`src/rtl/uart_pkg.sv`:
```
// -----------------------------------------------------------------------------
// uart_pkg
// Shared types and defaults for the UART receive path.
//   uart_rx_state_t : receiver state encoding (IDLE, START, DATA, PARITY, STOP)
//   UART_OVERSAMPLE_DEF / UART_DATA_BITS_DEF : default frame geometry
// -----------------------------------------------------------------------------
package uart_pkg;

  typedef enum logic [2:0] {
    IDLE,
    START,
    DATA,
    PARITY,
    STOP
  } uart_rx_state_t;

  localparam int UART_OVERSAMPLE_DEF = 16;
  localparam int UART_DATA_BITS_DEF  = 8;

endpackage

```
`src/rtl/uart_rx_sync.sv`:
```
// -----------------------------------------------------------------------------
// uart_rx_sync
// Two-flop synchronizer for an asynchronous single-bit input.
// Parameters:
//   RST_VAL : value both flops take in reset (idle level of the input)
// Ports:
//   clk : system clock
//   rst : synchronous active-high reset
//   d   : asynchronous input
//   q   : synchronized output, two clk cycles behind d
// -----------------------------------------------------------------------------
module uart_rx_sync #(
  parameter logic RST_VAL = 1'b1
) (
  input  logic clk,
  input  logic rst,
  input  logic d,
  output logic q
);

  logic sync_p0;
  logic sync_p1;

  always_ff @(posedge clk) begin
    if (rst) begin
      sync_p0 <= RST_VAL;
      sync_p1 <= RST_VAL;
    end else begin
      // stage 0: capture the raw line (may go metastable)
      sync_p0 <= d;
      // stage 1: settled copy used by downstream logic
      sync_p1 <= sync_p0;
    end
  end

  assign q = sync_p1;

endmodule

```
`src/rtl/uart_rx.sv`:
```
// -----------------------------------------------------------------------------
// uart_rx
// UART receiver. Oversamples the line with an rx_tick enable running at
// OVERSAMPLE x baud, validates the start bit at its midpoint, shifts data in
// LSB-first, checks the stop bit (and optionally even parity) and presents
// each byte on a valid/ready handshake.
//
// Build option:
//   UART_RX_PARITY_EN : when defined, one even-parity bit follows the data bits
//                       and parity_err is live; otherwise parity_err is tied 0.
//
// Parameters:
//   DATA_BITS  : data bits per frame (5..8)
//   OVERSAMPLE : rx_tick pulses per bit period (power of two, >= 8)
// Ports:
//   clk        : system clock
//   rst        : synchronous active-high reset
//   rx_tick    : one-cycle oversample enable
//   rx         : asynchronous serial line, idle high
//   rx_data    : last received byte
//   rx_valid   : rx_data holds an unconsumed byte
//   rx_ready   : consumer accepts the byte
//   frame_err  : one-cycle pulse, stop bit sampled low
//   parity_err : one-cycle pulse, parity mismatch
//   overrun    : one-cycle pulse, unconsumed byte overwritten
// -----------------------------------------------------------------------------
module uart_rx #(
  parameter int DATA_BITS  = uart_pkg::UART_DATA_BITS_DEF,
  parameter int OVERSAMPLE = uart_pkg::UART_OVERSAMPLE_DEF
) (
  input  logic                 clk,
  input  logic                 rst,
  input  logic                 rx_tick,
  input  logic                 rx,
  output logic [DATA_BITS-1:0] rx_data,
  output logic                 rx_valid,
  input  logic                 rx_ready,
  output logic                 frame_err,
  output logic                 parity_err,
  output logic                 overrun
);

  import uart_pkg::*;

  localparam int TCNT_W = $clog2(OVERSAMPLE);
  localparam int BCNT_W = $clog2(DATA_BITS);

  localparam logic [TCNT_W-1:0] TCNT_MID  = TCNT_W'(OVERSAMPLE / 2 - 1);
  localparam logic [TCNT_W-1:0] TCNT_LAST = TCNT_W'(OVERSAMPLE - 1);
  localparam logic [BCNT_W-1:0] BCNT_LAST = BCNT_W'(DATA_BITS - 1);

  logic                 rx_s;
  uart_rx_state_t       state;
  logic                 armed;
  logic [TCNT_W-1:0]    tcnt;
  logic [BCNT_W-1:0]    bcnt;
  logic [DATA_BITS-1:0] shreg;
  logic                 bit_end;

`ifdef UART_RX_PARITY_EN
  logic                 par_bad;
  logic                 parity_err_q;
`endif

  uart_rx_sync #(
    .RST_VAL (1'b1)
  ) u_sync (
    .clk (clk),
    .rst (rst),
    .d   (rx),
    .q   (rx_s)
  );

  // The counter wraps to 0 by itself on the tick after TCNT_LAST, so every
  // bit-centred state samples exactly one bit period after the previous one.
  assign bit_end = (tcnt == TCNT_LAST);

  always_ff @(posedge clk) begin
    if (rst) begin
      state     <= IDLE;
      armed     <= 1'b0;
      tcnt      <= '0;
      bcnt      <= '0;
      rx_data   <= '0;
      rx_valid  <= 1'b0;
      frame_err <= 1'b0;
      overrun   <= 1'b0;
`ifdef UART_RX_PARITY_EN
      par_bad      <= 1'b0;
      parity_err_q <= 1'b0;
`endif
    end else begin
      frame_err <= 1'b0;
      overrun   <= 1'b0;
`ifdef UART_RX_PARITY_EN
      parity_err_q <= 1'b0;
`endif

      // An accept clears valid; a byte load later in this block overrides it.
      if (rx_valid && rx_ready) begin
        rx_valid <= 1'b0;
      end

      if (rx_tick) begin
        case (state)
          IDLE: begin
            tcnt <= '0;
            bcnt <= '0;
            // armed blocks a held-low line (break) from looking like a start
            if (rx_s) begin
              armed <= 1'b1;
            end else if (armed) begin
              state <= START;
            end
          end

          START: begin
            tcnt <= tcnt + 1'b1;
            if (tcnt == TCNT_MID) begin
              tcnt  <= '0;
              bcnt  <= '0;
              state <= rx_s ? IDLE : DATA;
            end
          end

          DATA: begin
            tcnt <= tcnt + 1'b1;
            if (bit_end) begin
              shreg <= {rx_s, shreg[DATA_BITS-1:1]};
              bcnt  <= bcnt + 1'b1;
              if (bcnt == BCNT_LAST) begin
                bcnt  <= '0;
`ifdef UART_RX_PARITY_EN
                state <= PARITY;
`else
                state <= STOP;
`endif
              end
            end
          end

`ifdef UART_RX_PARITY_EN
          PARITY: begin
            tcnt <= tcnt + 1'b1;
            if (bit_end) begin
              // even parity: data bits XOR parity bit must be 0
              par_bad <= (^shreg) ^ rx_s;
              state   <= STOP;
            end
          end
`endif

          STOP: begin
            tcnt <= tcnt + 1'b1;
            if (bit_end) begin
              state <= IDLE;
              if (!rx_s) begin
                frame_err <= 1'b1;
                armed     <= 1'b0;
              end
`ifdef UART_RX_PARITY_EN
              else if (par_bad) begin
                parity_err_q <= 1'b1;
              end
`endif
              else begin
                rx_data  <= shreg;
                rx_valid <= 1'b1;
                // a same-cycle accept frees the slot, so no overrun then
                overrun  <= rx_valid & ~rx_ready;
              end
            end
          end

          default: begin
            state <= IDLE;
          end
        endcase
      end
    end
  end

`ifdef UART_RX_PARITY_EN
  assign parity_err = parity_err_q;
`else
  assign parity_err = 1'b0;
`endif

endmodule

```
`config.mk`:
```
export PLATFORM = sky130hd
export DESIGN_NAME = uart_rx
export DESIGN_NICKNAME = d
export VERILOG_FILES = /design/src/rtl/uart_pkg.sv /design/src/rtl/uart_rx_sync.sv /design/src/rtl/uart_rx.sv
export SDC_FILE = /design/constraint.sdc
export NUM_CORES = 1
export LEC_CHECK = 0
export CAP_MARGIN = 30
export CORE_UTILIZATION = 57
export CTS_CLUSTER_SIZE = 12
export DETAILED_ROUTE_END_ITERATION = 7
export PLACE_DENSITY = 0.9
export SLEW_MARGIN = 30
export SYNTH_ARGS = -nofsm -noshare
export SYNTH_HDL_FRONTEND = slang
export SYNTH_SLANG_ARGS = --single-unit
```
`constraint.sdc`:
```
create_clock -name clk -period 3.67 [get_ports clk]
set_clock_uncertainty 0.05 [all_clocks]
set_input_delay 0.5505 -clock clk [delete_from_list [all_inputs] [get_ports clk]]
set_output_delay 0.5505 -clock clk [all_outputs]
set_load 0.005 [all_outputs]
```
==> key figures <==
Run status
  – Outcome: finished, final reports clean

Setup path
  – RR Endpoint: rx_data[1]
  – CP arrival: 2.42 ns
  – Critical Path Start Type: input pin
  – Critical path class: input pin to flip-flop
  – Reg2reg start: tcnt[0]
  – Cells on worst reg2reg path: 5
  – R2R Setup Slk: 1.56 ns
  – Crit path max fanout: 10
  – Critical Path Sink Type: flip-flop
  – Worst EP required: 3.84 ns

Layout
  – Layout fillers: 185
  – Layout cells sized above 1: under 10%
  – Nets: 158
  – Design area: roughly 1600 µm²
  – Fin util: 70.5%
  – Antenna diode count: 0
  – Area growth, synth to finish: 14.8%

Power
  – Max IR drop VDD: 0.362 mV
  – Pwr Total: 0.000597 W
  – Lkg Pwr: approximately 0.63 nW
  – Pwr Density: 376 nW/µm²

Routing
  – First-pass detailed-route iteration total: 4
  – Remaining antenna violation count: 0
  – Drt via density: 5.91
  – # DRC: 0
  – Wire length per cell: 15.3 µm
  – Drt total wl: 2740 µm
  – DRT iter0 DRCs: 30
  – Total number of vias: 1058

STA
  – Final setup fails: 0
  – Total negative slack: 0 ns
  – Hold_ws: ~0.38 ns
  – Max Slew Vio Count: 0
  – Slew HR: 55.1%
  – Minimum clock period: 2.25 ns
  – Post-route clock period utilization: 61.3%
  – Final hold violation count: 0
  – Fmax: 444 MHz
  – RSZ-0062 raised after global routing: no
  – Worst-margin pin slew: a little under 0.7 ns

Placed design
  – Port bufs: 15
  – Area post-placement: 1530 µm²
  – HPWL Detailed: 1890 µm
  – Gp weighted congestion: 0.824

GRT
  – First-pass GRT wire length: 4490 µm
  – Largest net degree at the start of global routing: 27
  – GRT overflow: 0
  – Number of global-route vias before repair: between 1000 and 1500
  – Overall Global Routing Usage: 24.2%
  – Initial antenna violation count: 0

Min path
  – Worst Hold Depth: 1
  – HP Class: flip-flop to flip-flop
  – WHS Endpoint: u_sync.q
  – Hold path start: u_sync.sync_p0

Synth
  – Post-synthesis adder-cell area fraction: 3.44%
  – Proportion of synthesized area in mux cells: 8.14%
  – Post-synth cell types: 43
  – Ys Warns: 0
  – Mapped Nets: ~140
  – Largest family of logic cells by synthesized area: simple AND/OR/NAND/NOR gates
  – Mean Syn Cell Area: 10.2 µm²
  – Post-Synth Simple-Gate Area: 19.5%
  – Seq cells post-synth: 32
  – Synth Instances: 136
  – Register area share after synthesis: 52.1%
  – Compound-Gate Fraction of Synth Area: 11.2%
  – Syn Std Cell Area: 1380 µm²
  – XOR/XNOR Fraction of Synth Area: 1.27%

Clocking
  – CTS tree: done
  – CTS buffer count: 5
  – H-Tree Depth: 2
  – Worst-path clk slew: between 0.1 and 0.15 ns
  – Clock Latency Late Sink: 0.33 ns
  – Clock tree buffer depth: 2
  – Sink Count: 32
  – Hold buffers post-CTS: 0
  – Clock root buffer: clkbuf_4
  – CTS resizes: 0
  – Post-CTS Setup Inserts: 0

Die
  – Core area: between 2000 and 2500 µm²
  – Die height: roughly 51 µm
  – IO Pins: 17
  – Starting Density: between 60 and 70%
  – DIE AREA: around 2600 µm²
  – Row count: 17
  – Die width: 51.3 µm

Job
  – Max Cap Violations: 0
==> worst max-delay path by stage <==
stage,cells after the start,start,slack (ns),end
6_report,5,rx_tick,1.42,rx_data[1]
5_1_grt,5,rx_tick,1.31,rx_data[2]
4_1_cts,5,rx_tick,1.44,rx_data[1]
3_5_place_dp,5,rx_tick,1.08,rx_data[2]
3_3_place_gp,5,rx_tick,1.22,rx_data[1]
2_1_floorplan,5,state[1],1.99,state[1]
==> critical path, stage by stage <==
cell             delay, ns
clkdlybuf4s50_1       0.56
and4_1                0.32
nand4_1               0.56
mux2i_1               0.36
nor2_1                0.06
==> registers in the layout, summed over array words and instances (netlist names) <==
name            flops
overrun             1
bcnt                3
rx_valid            1
u_sync.sync_p0      1
rx_data             8
frame_err           1
shreg               8
state               3
armed               1
tcnt                4
u_sync.q            1
==> per-layer routing <==
layer | global-route usage [%] | wire (µm) | vias to the layer above
li1 | - | - | 511
met1 | 26.4 | 1130 | 495
met2 | 43.0 | 1410 | 50
met3 | 9.23 | 182 | 2
met4 | 7.66 | 17 | 0
met5 | 0 | 0 | -
==> synth_stat cells <==
| cell | n | area, µm² |
|---|---|---|
| or2_2 | 2 | 12.5 |
| buf_6 | 1 | 11.3 |
| or3b_4 | 1 | 11.3 |
| xor2_1 | 1 | 8.76 |
| o21a_1 | 1 | 7.51 |
| nand2_1 | 6 | 22.5 |
| nand2b_1 | 2 | 12.5 |
| nor2b_1 | 3 | 18.8 |
| o21ai_0 | 5 | 25.0 |
| xnor2_1 | 1 | 8.76 |
| or2b_1 | 1 | 7.51 |
| buf_2 | 3 | 15.0 |
| nand4_1 | 2 | 12.5 |
| and3_1 | 1 | 6.26 |
| buf_4 | 1 | 7.51 |
| or3b_1 | 1 | 8.76 |
| mux2_2 | 2 | 22.5 |
| nand3_1 | 5 | 25.0 |
| and2_1 | 2 | 12.5 |
| a22o_1 | 1 | 8.76 |
| maj3_1 | 1 | 10.0 |
| o22ai_1 | 3 | 18.8 |
| or4_1 | 1 | 7.51 |
| nand3b_1 | 1 | 7.51 |
| inv_1 | 2 | 7.51 |
| a31oi_1 | 1 | 6.26 |
| a211oi_1 | 2 | 15.0 |
| o22a_1 | 1 | 8.76 |
| and3b_1 | 1 | 8.76 |
| edfxtp_1 | 8 | 240 |
| o211ai_2 | 1 | 12.5 |
| nor3_1 | 4 | 20.0 |
| dfxtp_1 | 24 | 480 |
| a21boi_0 | 1 | 7.51 |
| mux2i_1 | 9 | 90.1 |
| or3_1 | 1 | 6.26 |
| clkbuf_1 | 4 | 15.0 |
| a21oi_1 | 9 | 45.0 |
| nor2_1 | 14 | 52.6 |
| conb_1 | 1 | 3.75 |
| nand4b_1 | 1 | 8.76 |
| and4_1 | 1 | 8.76 |
| ha_1 | 3 | 37.5 |
==> metrics by stage <==
stage	worst slack, ns	cells
finish	1.42	179
global route	1.31	179
CTS	1.44	179
detailed placement	1.08	171
global placement	1.22	171
floorplan	1.99	136
==> cell usage in the layout (no fill, tap or decap), drive strengths merged, types with 3 or more instances in the layout <==
master          n
dfxtp          24
clkdlybuf4s50  15
nor2           14
mux2i           9
a21oi           9
edfxtp          8
nand2           6
o21ai           5
nand3           5
clkbuf          5
nor3            4
nor2b           3
o22ai           3
ha              3
==> area by class of cell <==
cell class	count	area [µm²]	area share, %
Clock buffer	5	37.5	2.36
Clock inverter	3	23.8	1.50
Inverter	2	7.51	0.472
Multi-Input combinational cell	93	607	38.2
Sequential cell	32	721	45.4
Tap cell	28	35.0	2.20
Timing Repair Buffer	16	158	9.92
==> cell families (layout without fill, tap and decap cells) <==
| family | Yosys count | in the layout |
|---|---|---|
| buffers and inverters | 11 | 26 |
| other | 1 | 1 |
| AOI/OAI and AO/OA | 25 | 25 |
| adders and majority gates | 4 | 4 |
| xor gates and xnor gates | 2 | 2 |
| DFF | 32 | 32 |
| and+or+nand+nor | 50 | 50 |
| muxes | 11 | 11 |
==> where the power goes <==
part | switching, W | total, W | internal [W]
clock | 0.000133 | 0.000208 | 0.0000754
sequential | 0.00000292 | 0.000365 | 0.000362
combinational | 0.0000136 | 0.0000245 | 0.0000109
(Power assumes the default switching activity.)
